## src/rtl/seg_scan_display.sv

```systemverilog
// Multiplexed seven-segment scanner: tear-free staged value, per-digit decimal points,
// leading-zero blanking and PWM brightness. All outputs are registered, active low.
module seg_scan_display #(
  parameter int DIGITS   = 8,
  parameter int SCAN_DIV = 16,
  parameter int DIM_BITS = 4
) (
  input  logic                  CLK,
  input  logic                  rst,
  input  logic [4*DIGITS-1:0]   num,
  input  logic [DIGITS-1:0]     dp,
  input  logic                  blank_lz,
  input  logic                  update,
  input  logic [DIM_BITS-1:0]   brightness,
  output logic [DIGITS-1:0]     an,
  output logic [7:0]            seg,
  output logic                  pending,
  output logic                  frame_done
);

  localparam int CW = $clog2(SCAN_DIV);
  localparam int PW = (DIGITS > 1) ? $clog2(DIGITS) : 1;
  localparam int K  = CW - DIM_BITS;

  logic [CW-1:0]       cnt_r;
  logic [PW-1:0]       pos_r;
  logic [4*DIGITS-1:0] stg_num_r;
  logic [DIGITS-1:0]   stg_dp_r;
  logic                stg_blz_r;
  logic [4*DIGITS-1:0] disp_num_r;
  logic [DIGITS-1:0]   disp_dp_r;
  logic                disp_blz_r;

  logic                tick_s;
  logic                boundary_s;
  logic                lit_s;
  logic [DIGITS-1:0]   blank_s;
  logic [3:0]          cur_nib_s;
  logic [6:0]          cur_seg_s;

  function automatic logic [6:0] hex_to_seg(input logic [3:0] nib);
    case (nib)
      4'h0:    hex_to_seg = 7'h40;
      4'h1:    hex_to_seg = 7'h79;
      4'h2:    hex_to_seg = 7'h24;
      4'h3:    hex_to_seg = 7'h30;
      4'h4:    hex_to_seg = 7'h19;
      4'h5:    hex_to_seg = 7'h12;
      4'h6:    hex_to_seg = 7'h02;
      4'h7:    hex_to_seg = 7'h78;
      4'h8:    hex_to_seg = 7'h00;
      4'h9:    hex_to_seg = 7'h18;
      4'hA:    hex_to_seg = 7'h08;
      4'hB:    hex_to_seg = 7'h03;
      4'hC:    hex_to_seg = 7'h46;
      4'hD:    hex_to_seg = 7'h21;
      4'hE:    hex_to_seg = 7'h06;
      4'hF:    hex_to_seg = 7'h0E;
      default: hex_to_seg = 7'h7F;
    endcase
  endfunction

  assign tick_s     = (cnt_r == CW'(SCAN_DIV - 1));
  assign boundary_s = tick_s && (pos_r == PW'(DIGITS - 1));
  assign lit_s      = (DIM_BITS'(cnt_r >> K) <= brightness);
  assign cur_nib_s  = disp_num_r[{pos_r, 2'b00} +: 4];

  // A digit above 0 blanks when it and every more-significant nibble are zero.
  always_comb begin : blank_calc
    logic zero_s;
    zero_s  = 1'b1;
    blank_s = '0;
    for (int i = DIGITS - 1; i >= 1; i--) begin
      zero_s     = zero_s && (disp_num_r[4*i +: 4] == 4'h0);
      blank_s[i] = disp_blz_r && zero_s;
    end
  end

  // Segment pattern for the digit currently being scanned.
  always_comb begin
    if (blank_s[pos_r]) begin
      cur_seg_s = 7'h7F;
    end else begin
      cur_seg_s = hex_to_seg(cur_nib_s);
    end
  end

  // Prescaler, scan position, staging/display handoff and registered pin drive.
  always_ff @(posedge CLK) begin
    if (rst) begin
      cnt_r      <= '0;
      pos_r      <= '0;
      stg_num_r  <= '0;
      stg_dp_r   <= '0;
      stg_blz_r  <= 1'b0;
      disp_num_r <= '0;
      disp_dp_r  <= '0;
      disp_blz_r <= 1'b0;
      pending    <= 1'b0;
      frame_done <= 1'b0;
      an         <= {DIGITS{1'b1}};
      seg        <= 8'hFF;
    end else begin
      cnt_r <= tick_s ? '0 : cnt_r + CW'(1);
      if (tick_s) begin
        pos_r <= (pos_r == PW'(DIGITS - 1)) ? '0 : pos_r + PW'(1);
      end

      if (update) begin
        stg_num_r <= num;
        stg_dp_r  <= dp;
        stg_blz_r <= blank_lz;
      end

      // A coinciding update keeps pending set while the older staging is applied.
      if (boundary_s && pending) begin
        disp_num_r <= stg_num_r;
        disp_dp_r  <= stg_dp_r;
        disp_blz_r <= stg_blz_r;
      end
      if (update) begin
        pending <= 1'b1;
      end else if (boundary_s) begin
        pending <= 1'b0;
      end

      frame_done <= boundary_s;

      if (lit_s) begin
        an  <= ~(DIGITS'(1) << pos_r);
        seg <= {~disp_dp_r[pos_r], cur_seg_s};
      end else begin
        an  <= {DIGITS{1'b1}};
        seg <= 8'hFF;
      end
    end
  end

endmodule

```

## config.mk

```make
export PLATFORM = sky130hd
export DESIGN_NAME = seg_scan_display
export DESIGN_NICKNAME = d
export VERILOG_FILES = /design/src/rtl/seg_scan_display.sv
export SDC_FILE = /design/constraint.sdc
export NUM_CORES = 1
export LEC_CHECK = 0
export ABC_CLOCK_PERIOD_IN_PS = 4900
export BUFFER_PORTS_ARGS = -buffer_cell sky130_fd_sc_hd__buf_2
export CAP_MARGIN = 20
export CORE_ASPECT_RATIO = 1.1
export CORE_MARGIN = 4
export CORE_UTILIZATION = 52
export DETAILED_ROUTE_END_ITERATION = 10
export PLACE_DENSITY = 0.86
export SYNTH_ARGS = -nofsm -noshare
export SYNTH_HDL_FRONTEND = slang
export SYNTH_SLANG_ARGS = --single-unit
```

## constraint.sdc

```tcl
create_clock -name CLK -period 4.9 [get_ports CLK]
set_input_delay 0.245 -clock CLK [delete_from_list [all_inputs] [get_ports CLK]]
set_output_delay 0.245 -clock CLK [all_outputs]
set_load 0.05 [all_outputs]
```

# After elaboration in Yosys (flattened, before gate mapping)
# Memory sizes are Yosys's and may differ from the RTL's. A register that Yosys moved wholly into a read port is not among the register bits.
# Cells that the tools add are included.
[op_classes]
div = 0
mul = 0
n_addsub = 2
bitwise_logic = 3
shift = 2
reduce_logical = 26
muxes = 7
eq_ne = 2
n_lt_le_gt_ge = 2
[ops]
columns = ["cell", "n"]
rows = [
  ["32-bit by 6-bit variable part select with 4-bit output", 1],
  ["4-bit logical NOT", 7],
  ["1-bit logical AND", 15],
  ["8-bit NOT", 1],
  ["1-bit by 3-bit << shifter with 8-bit output (first input constant)", 1],
  ["1-bit binary-select mux with 3-bit select", 2],
  ["4-bit by 1-bit adder with 4-bit output (second input constant)", 1],
  ["4-bit equality test (second input constant)", 1],
  ["4-bit less-or-equal comparator", 1],
  ["3-bit by 4-bit < comparator with 1-bit output (second input constant)", 1],
  ["1-bit two-way mux", 4],
  ["2-bit OR reduction", 2],
  ["3-bit by 1-bit adder with 3-bit output (second input constant)", 1],
  ["3-bit equality test (second input constant)", 1],
  ["3-bit two-way mux", 1],
  ["3-bit OR reduction", 1],
  ["1-bit NOT", 2],
  ["2-bit nonzero test", 1],
]
[totals]
input_bits = 48
regBits = 100
wordCells = 57
ram_bits = 0
latchBits = 0
n_memories = 1
rom_bits = 112
[memory_table]
columns = ["name", "depth", "width", "rd", "rd_clocked_by_memory_dff", "write_ports", "line", "source"]
rows = [
  ["(no name shown)", 16, 7, 1, 1, 0, "42", "case (nib)"],
]

# Longest topological paths before layout
# Gate-level depths: netlist (run 1).
[depth]
depth_word = 11
ltp_mapped = 11
ltp_nobuf = 9

# Least setup slack after synthesis (run 1)
# OpenSTA, ideal clock, no wires.
[synth_path]
kind = "register to register"
start = "reg pos_r[0]"
end = "reg seg[3]"
required_time_ns = 4.739
slack_ns = 2.569
stages_incl_launch_ff = 12
arrival_ns = 2.170
setup_ns = 0.161
path_cell_list = "dfxtp_1 > buf_2 > buf_2 > mux2i_1 > o22ai_1 > or2_2 > inv_1 > ha_1 > inv_1 > nor3_1 > a211oi_1 > o311ai_1"
[synth_via]
elab_chain_len = 3
elab_cells_between_ends = 4
[synth_rtl]
columns = ["element", "line", "source"]
rows = [
  ["start, declared", "26", "logic [PW-1:0] pos_r;"],
  ["start signal, assigned", "106", "pos_r <= (pos_r == PW'(DIGITS - 1)) ? '0 : pos_r + PW'(1);"],
  ["branches (longest 3 deep; another with 32-bit by 6-bit variable part select with 4-bit output)", "n/a", ""],
  ["end, declared", "16", "output logic [7:0] seg,"],
]
# Parallel ways; which one is timed is not known. The select of a mux whose other input is x is not followed.
# A chain may end at the register's enable or synchronous reset.

# Worst setup path in the final report (run 1)
# Same ends and word-level chain as after synthesis.

==> results.json, run 1 <==
{
  "clkPwrFrac": 0.371,
  "ctsHoldBuffers": 0,
  "synth_flop_cell": "dfxtp_1",
  "initial_core_util": 0.5338,
  "tns_ns": 0,
  "dr_total_vias": 3567,
  "grt_pass1_wl_mm": 15.35,
  "ctsResizeCount": 0,
  "ir_worst_vdd_mv": 0.1758,
  "p_switching_uw": 388.8,
  "grt_usage": 0.1870,
  "syn_nets": 566,
  "worstPathMaxFanout": 19,
  "cp-end-kind": "register",
  "cp.arrival_ns": 3.02,
  "yosysWarnings": 0,
  "routed_via_density": 5.356,
  "post-dp-hpwl_mm": 6.549,
  "fillers": 730,
  "power_density_nw_per_um2": 323.8,
  "yosysSeqAreaShare": 0.4773,
  "drt-wirelength-per-cell_um": 13.89,
  "die_area_um2": 10180,
  "area_delta_synth_final_pct": 13.13,
  "power_frac_comb": 0.074,
  "critPathKind": "register to register",
  "slowest_stage": "dfxtp_1",
  "antenna_left": 0,
  "worstPathRequired_ns": 5.17,
  "layout_common_cells": "dfxtp_1 (107), nand2_1 (96), buf_2 (65), mux2i_1 (57), a21oi_1 (53)",
  "cap_violations": 0,
  "tightest_slew_ns": 0.8867,
  "dieWidth_um": 96.58,
  "row_count": 35,
  "cts_tree": "built",
  "grt_pass1_vias": 3399,
  "hold_violations": 0,
  "synth-edff-count": 0,
  "core_um2": 8408,
  "final_area_um2": 5077,
  "place.gp.congestion": 0.8675,
  "io_buffers": 65,
  "hold_class": "input pin to register",
  "avgSynthCellArea_um2": 8.940,
  "cts_buffers": 9,
  "status": "complete, no violations",
  "fin_skew_ns": 0.01491,
  "path_buf_inv": 2,
  "cp_common_cell": "inv_1",
  "cts_setup_buffers": 0,
  "first_pass_iters": 4,
  "fin_nets": 614,
  "drc_errors": 0,
  "synth.distinct_cells": 41,
  "slew_headroom": 0.4089,
  "ys_ff_latch": 107,
  "grt_antenna_before_repair": 0,
  "rsz0062_at_grt": "false",
  "internal_power_uw": 1255,
  "place_area_um2": 4816,
  "max_freq_mhz": 363.9,
  "grt_overflow_total": 0,
  "clk_pin_slew_ns": 0.11,
  "power.share.switching": 0.2365,
  "post-route-period-util": 0.5608,
  "grt_max_degree": 93,
  "seq_power_share": 0.556,
  "die_y_um": 105.4,
  "setup_viol": 0,
  "crit_family": "flip-flops",
  "crit_chain": "nand2_1 -> o22ai_1 -> or2_2 -> inv_1 -> ha_1 -> inv_1 -> nor3_1 -> a211oi_1 -> o311ai_1",
  "critical_path.max_stage_delay_ns": 0.88,
  "leakage_uw": 0.002024,
  "antenna_cells": 0,
  "period_needed_ns": 2.748,
  "cts_max_path_buffers": 2,
  "drive_gt1_frac": 0.1658,
  "h-tree-depth": 3,
  "worst_setup_path_start_kind": "register",
  "netlist_instances": 502,
  "pin_count": 66,
  "routed_wl_mm": 9.254,
  "mostFrequentLayoutCell": "dfxtp_1",
  "clock_sinks": 107,
  "first_iter_violations": 228,
  "clockRootBuffer": "clkbuf_8",
  "netlist_area_um2": 4488,
  "async_flop_share": 0,
  "maxSlewViolCount": 0,
  "clk-insertion-delay-late_ns": 0.37
}
per-layer routing:
layer | GRT usage | up-vias | wire length (um)
met5 | 0 | - | 0
met4 | 0.07315 | 0 | 147
met3 | 0.03569 | 14 | 483
met2 | 0.2899 | 102 | 4345
met1 | 0.2550 | 1631 | 4278
li1 | - | 1820 | -
logic make-up after synthesis:
| group | count (synthesis) | share of synthesized area |
|---|---|---|
| xor gates and xnor gates | 1 | 0.001952 |
| AOI/OAI and AO/OA | 83 | 0.1065 |
| muxes | 59 | 0.1372 |
| DFF | 107 | 0.4773 |
| adders and majority gates | 16 | 0.04461 |
| and+or+nand+nor | 191 | 0.1854 |
| buffers and inverters | 45 | 0.04711 |
state kept, by name, indices dropped and copies added (netlist names), 3 cells and up:
name,cells
pos_r,3
seg,8
cnt_r,4
disp_num_r,32
disp_dp_r,8
stg_dp_r,8
an,8
stg_num_r,32
through the flow:
stage	cells	setup WS (ns)	total power [uW]	hold slack, ns	util
4_1_cts	665	2.201	1650	0.09516	0.6006
6_report	666	2.152	1644	0.1102	0.6039
3_3_place_gp	649	2.346	1047	0.4458	0.5728
2_1_floorplan	502	2.569	1012	0.3922	-
3_5_place_dp	649	2.216	1053	0.4460	0.5728
5_1_grt	666	1.901	1705	0.08981	0.6039
path summary, 6_finish.rpt:
check | startpoint | endpoint | slack, ns | depth (start not counted)
worst max register to register | pos_r[0] | seg[3] | 2.15 | 9
worst min-delay path | num[7] | stg_num_r[7] | 0.11 | 3
worst max-delay path | pos_r[0] | seg[3] | 2.15 | 9
worst min register to register | disp_dp_r[5] | disp_dp_r[5] | 0.46 | 2
worst reg2reg max path, stage by stage (launching register included):
cell	delay, ns
dfxtp_1	0.88
nand2_1	0.32
o22ai_1	0.24
or2_2	0.19
inv_1	0.08
ha_1	0.32
inv_1	0.08
nor3_1	0.20
a211oi_1	0.07
o311ai_1	0.29
power groups by stage:
stage               Combinational [uW]  Sequential [uW]  Clock (uW)
global placement                   114              932           0
global route                       135              917         653
floorplan                         61.2              951           0
detailed placement                 120              933           0
CTS                                120              913         617
finish                             121              913         610
synthesized netlist by cell type (all sizes together) (2+ instances only):
master	n	area share
a211oi	5	0.0084
a21boi	2	0.0033
a21oi	53	0.059
and3	2	0.0028
buf	17	0.024
clkbuf	16	0.013
dfxtp	107	0.48
ha	16	0.045
inv	12	0.010
mux2i	57	0.13
mux4	2	0.010
nand2	96	0.080
nand2b	2	0.0028
nand3	13	0.016
nand4	5	0.0070
nand4b	2	0.0039
nor2	50	0.042
nor3	6	0.0067
nor4	7	0.0098
o21ai	5	0.0056
o22a	4	0.0078
o22ai	9	0.013
o311ai	2	0.0039
or2	2	0.0028
or4	2	0.0042
area by class of cell:
| class | count | area, um^2 | share of cell area |
|---|---|---|---|
| clock buffers | 10 | 137.6 | 0.02711 |
| multi-input cells | 350 | 2135 | 0.4204 |
| clock inverters | 6 | 96.34 | 0.01897 |
| repair buffers | 70 | 382.9 | 0.07541 |
| flip-flops and latches | 107 | 2142 | 0.4219 |
| well taps | 111 | 138.9 | 0.02735 |
| inverters | 12 | 45.04 | 0.008871 |
Note: power is estimated with default switching activity, not from simulation.
==> inputs of run 2 (changes only) <==
--- a/config.mk
+++ b/config.mk
@@ -5,7 +5,8 @@
 export SDC_FILE = /design/constraint.sdc
 export NUM_CORES = 1
 export LEC_CHECK = 0
-export ABC_CLOCK_PERIOD_IN_PS = 4900
+export ABC_AREA = 1
+export ABC_CLOCK_PERIOD_IN_PS = 2550
 export BUFFER_PORTS_ARGS = -buffer_cell sky130_fd_sc_hd__buf_2
 export CAP_MARGIN = 20
 export CORE_ASPECT_RATIO = 1.1
==> constraint.sdc (replaced) <==
create_clock -name CLK -period 2.55 [get_ports CLK]
set_input_delay 0.1275 -clock CLK [delete_from_list [all_inputs] [get_ports CLK]]
set_output_delay 0.1275 -clock CLK [all_outputs]
set_load 0.05 [all_outputs]
==> run 2 against run 1 <==
Effect of this change:
- register-to-register slack got worse by 1.6 ns
- setup slack worse by 1.6 ns
- routed wire length increased by 6.6%
- total power rose by 80%
- core utilization is 4.3 points higher
- clock-buffer cell count rose by 1
- combinational power is 140% higher
- sequential share of layout area decreased by 3.0 points
- cell count rose by 24%
- non-clock buffer count up 40
- die area rose by 1.4%
==> results.json, run 2 <==
{
  "dr_total_vias": 4221,
  "grt_max_degree": 75,
  "hold_violations": 0,
  "critPathKind": "register to register",
  "synth_flop_cell": "dfxtp_1",
  "antenna_cells": 0,
  "ctsResizeCount": 0,
  "synth_top_family_by_area": "simple AND/OR/NAND/NOR gates",
  "routed_wl_mm": 9.861,
  "mostFrequentLayoutCell": "nor2_1",
  "cap_violations": 0,
  "clk_pin_slew_ns": 0.09,
  "ff2ff_setup_slack_ns": 0.59,
  "fin_skew_ns": 0.005023,
  "post-place-ws_ns": 0.6568,
  "cts_buffers": 9,
  "async_flop_share": 0,
  "yosys.area_share.simple": 0.2560,
  "drt-wirelength-per-cell_um": 11.98,
  "layout_common_cells": "nor2_1 (125), dfxtp_1 (107), nand2_1 (96), o21ai_0 (82), buf_2 (65)",
  "cts_max_path_buffers": 2,
  "ir_worst_vdd_mv": 0.6113,
  "synth-edff-count": 0,
  "cp.arrival_ns": 2.22,
  "die_y_um": 106.2,
  "yosys.area.top_type": "dfxtp_1",
  "setup_ws_ns": 0.5868,
  "top_regs": "disp_num_r: 32 flops, stg_num_r: 32 flops",
  "rsz0062_at_grt": "false",
  "grt_pass1_wl_mm": 17.00,
  "status": "complete, no violations",
  "first_pass_iters": 5,
  "ys_top_cells_by_count": "nor2_1 (125), dfxtp_1 (107), nand2_1 (96)",
  "drive_gt1_frac": 0.1390,
  "rr_worst_depth": 11,
  "netlist_instances": 620,
  "pin_count": 66,
  "die_area_um2": 10320,
  "synth-adder-area-share": 0.04396,
  "clk-insertion-delay-late_ns": 0.36,
  "power_density_nw_per_um2": 541.0,
  "clockRootBuffer": "clkbuf_8",
  "cp-end-kind": "register",
  "fin_nets": 773,
  "slew_headroom": 0.5726,
  "post-dp-hpwl_mm": 6.825,
  "grt_usage": 0.1951,
  "core_um2": 8452,
  "io_buffers": 65,
  "worst_setup_path_start_kind": "register",
  "routed_via_density": 5.129,
  "yosysSeqAreaShare": 0.4703,
  "netlist_area_um2": 4554,
  "post-route-period-util": 0.7699,
  "synth_top_area_frac": 0.4703,
  "drc_errors": 0,
  "grt_pass1_vias": 3906,
  "syn_nets": 684,
  "max_freq_mhz": 509.4,
  "area_delta_synth_final_pct": 20.00,
  "dieWidth_um": 97.23,
  "h-tree-depth": 3,
  "yosysWarnings": 0,
  "muxShareOfSynthArea": 0,
  "hold_class": "input pin to register",
  "ys_ff_latch": 107,
  "worstPathMaxFanout": 11,
  "post-synth-top-count-cell": "nor2_1",
  "tightest_slew_ns": 0.6404,
  "setup_viol": 0,
  "synth.distinct_cells": 25,
  "maxSlewViolCount": 0,
  "initial_core_util": 0.5389,
  "tns_ns": 0,
  "fillers": 679,
  "avgSynthCellArea_um2": 7.346,
  "grt_antenna_before_repair": 0,
  "period_needed_ns": 1.963,
  "synth_area_leaders": "dfxtp_1 (47%), nor2_1 (10%), o21ai_0 (9.0%)",
  "row_count": 35,
  "antenna_left": 0,
  "first_iter_violations": 364,
  "grt_overflow_total": 0,
  "min_path_cells": 3,
  "worstPathRequired_ns": 2.81,
  "cts_tree": "built",
  "clock_sinks": 107,
  "synth-xor-area-share": 0,
  "leakage_uw": 0.002441,
  "synth_compound_area_frac": 0.1451,
  "place.gp.congestion": 0.9028
}
## run 2: final cells by class
cell class                      count  area (um^2)  area share
Sequential cell                   107         2142      0.3919
Multi-Input combinational cell    425         2027      0.3709
Timing Repair Buffer              110        780.7      0.1429
Inverter                           56        210.2     0.03846
Clock buffer                       11        141.4     0.02587
Tap cell                          111        138.9     0.02541
Clock inverter                      3        25.02    0.004579
## run 2: repair_timing
item                      CTS  global route
hold buffers               37             0
hold endpoints to repair   38             0
buffers inserted            0             0
## run 2: cells by family (layout without fill, tap and decap cells)
logic type,Yosys count,count (layout)
DFF,107,107
AOI/OAI and AO/OA,130,130
and+or+nand+nor,279,279
buffers and inverters,88,180
adders and majority gates,16,16
## run 2: path summary, 6_finish.rpt
path,start,end
hold / removal,num[6],stg_num_r[6]
setup / recovery,pos_r[1],seg[5]
setup reg to reg,pos_r[1],seg[5]
hold reg to reg,disp_dp_r[6],disp_dp_r[6]
## run 2: metrics by stage
step | utilization | cell area, um^2 | power, uW | hold WS (ns) | cells
floorplan | - | 4554 | 1953 | 0.1966 | 620
global placement | 0.5831 | 4928 | 2029 | 0.3480 | 772
detailed placement | 0.5831 | 4928 | 2038 | 0.3522 | 772
CTS | 0.6466 | 5465 | 2970 | 0.0005345 | 823
global route | 0.6466 | 5465 | 3073 | 0.03144 | 823
finish | 0.6466 | 5465 | 2957 | 0.007458 | 823
## run 2: power by group
group / internal [uW] / switching, uW
sequential: 1730 / 26.2
combinational: 122 / 165
clock: 377 / 535
## run 2: worst max-delay path, cell delays in order, from the launching register on
cell and delay (ns):
dfxtp_1 0.56, buf_4 0.23, nand2_1 0.06, nand3_1 0.09, nand3_1 0.11, nand2_2 0.16
inv_1 0.08, ha_1 0.22, nand3_1 0.14, nand3_1 0.11, nand2_1 0.07, nand2_1 0.04
## run 2: routing by layer
layer / vias to the layer above / track usage / wire [um]
met5: - / 0 / 0
met4: 0 / 0.07122 / 173
met3: 17 / 0.03675 / 525
met2: 117 / 0.3353 / 4760
met1: 1922 / 0.2447 / 4402
li1: 2165 / - / -
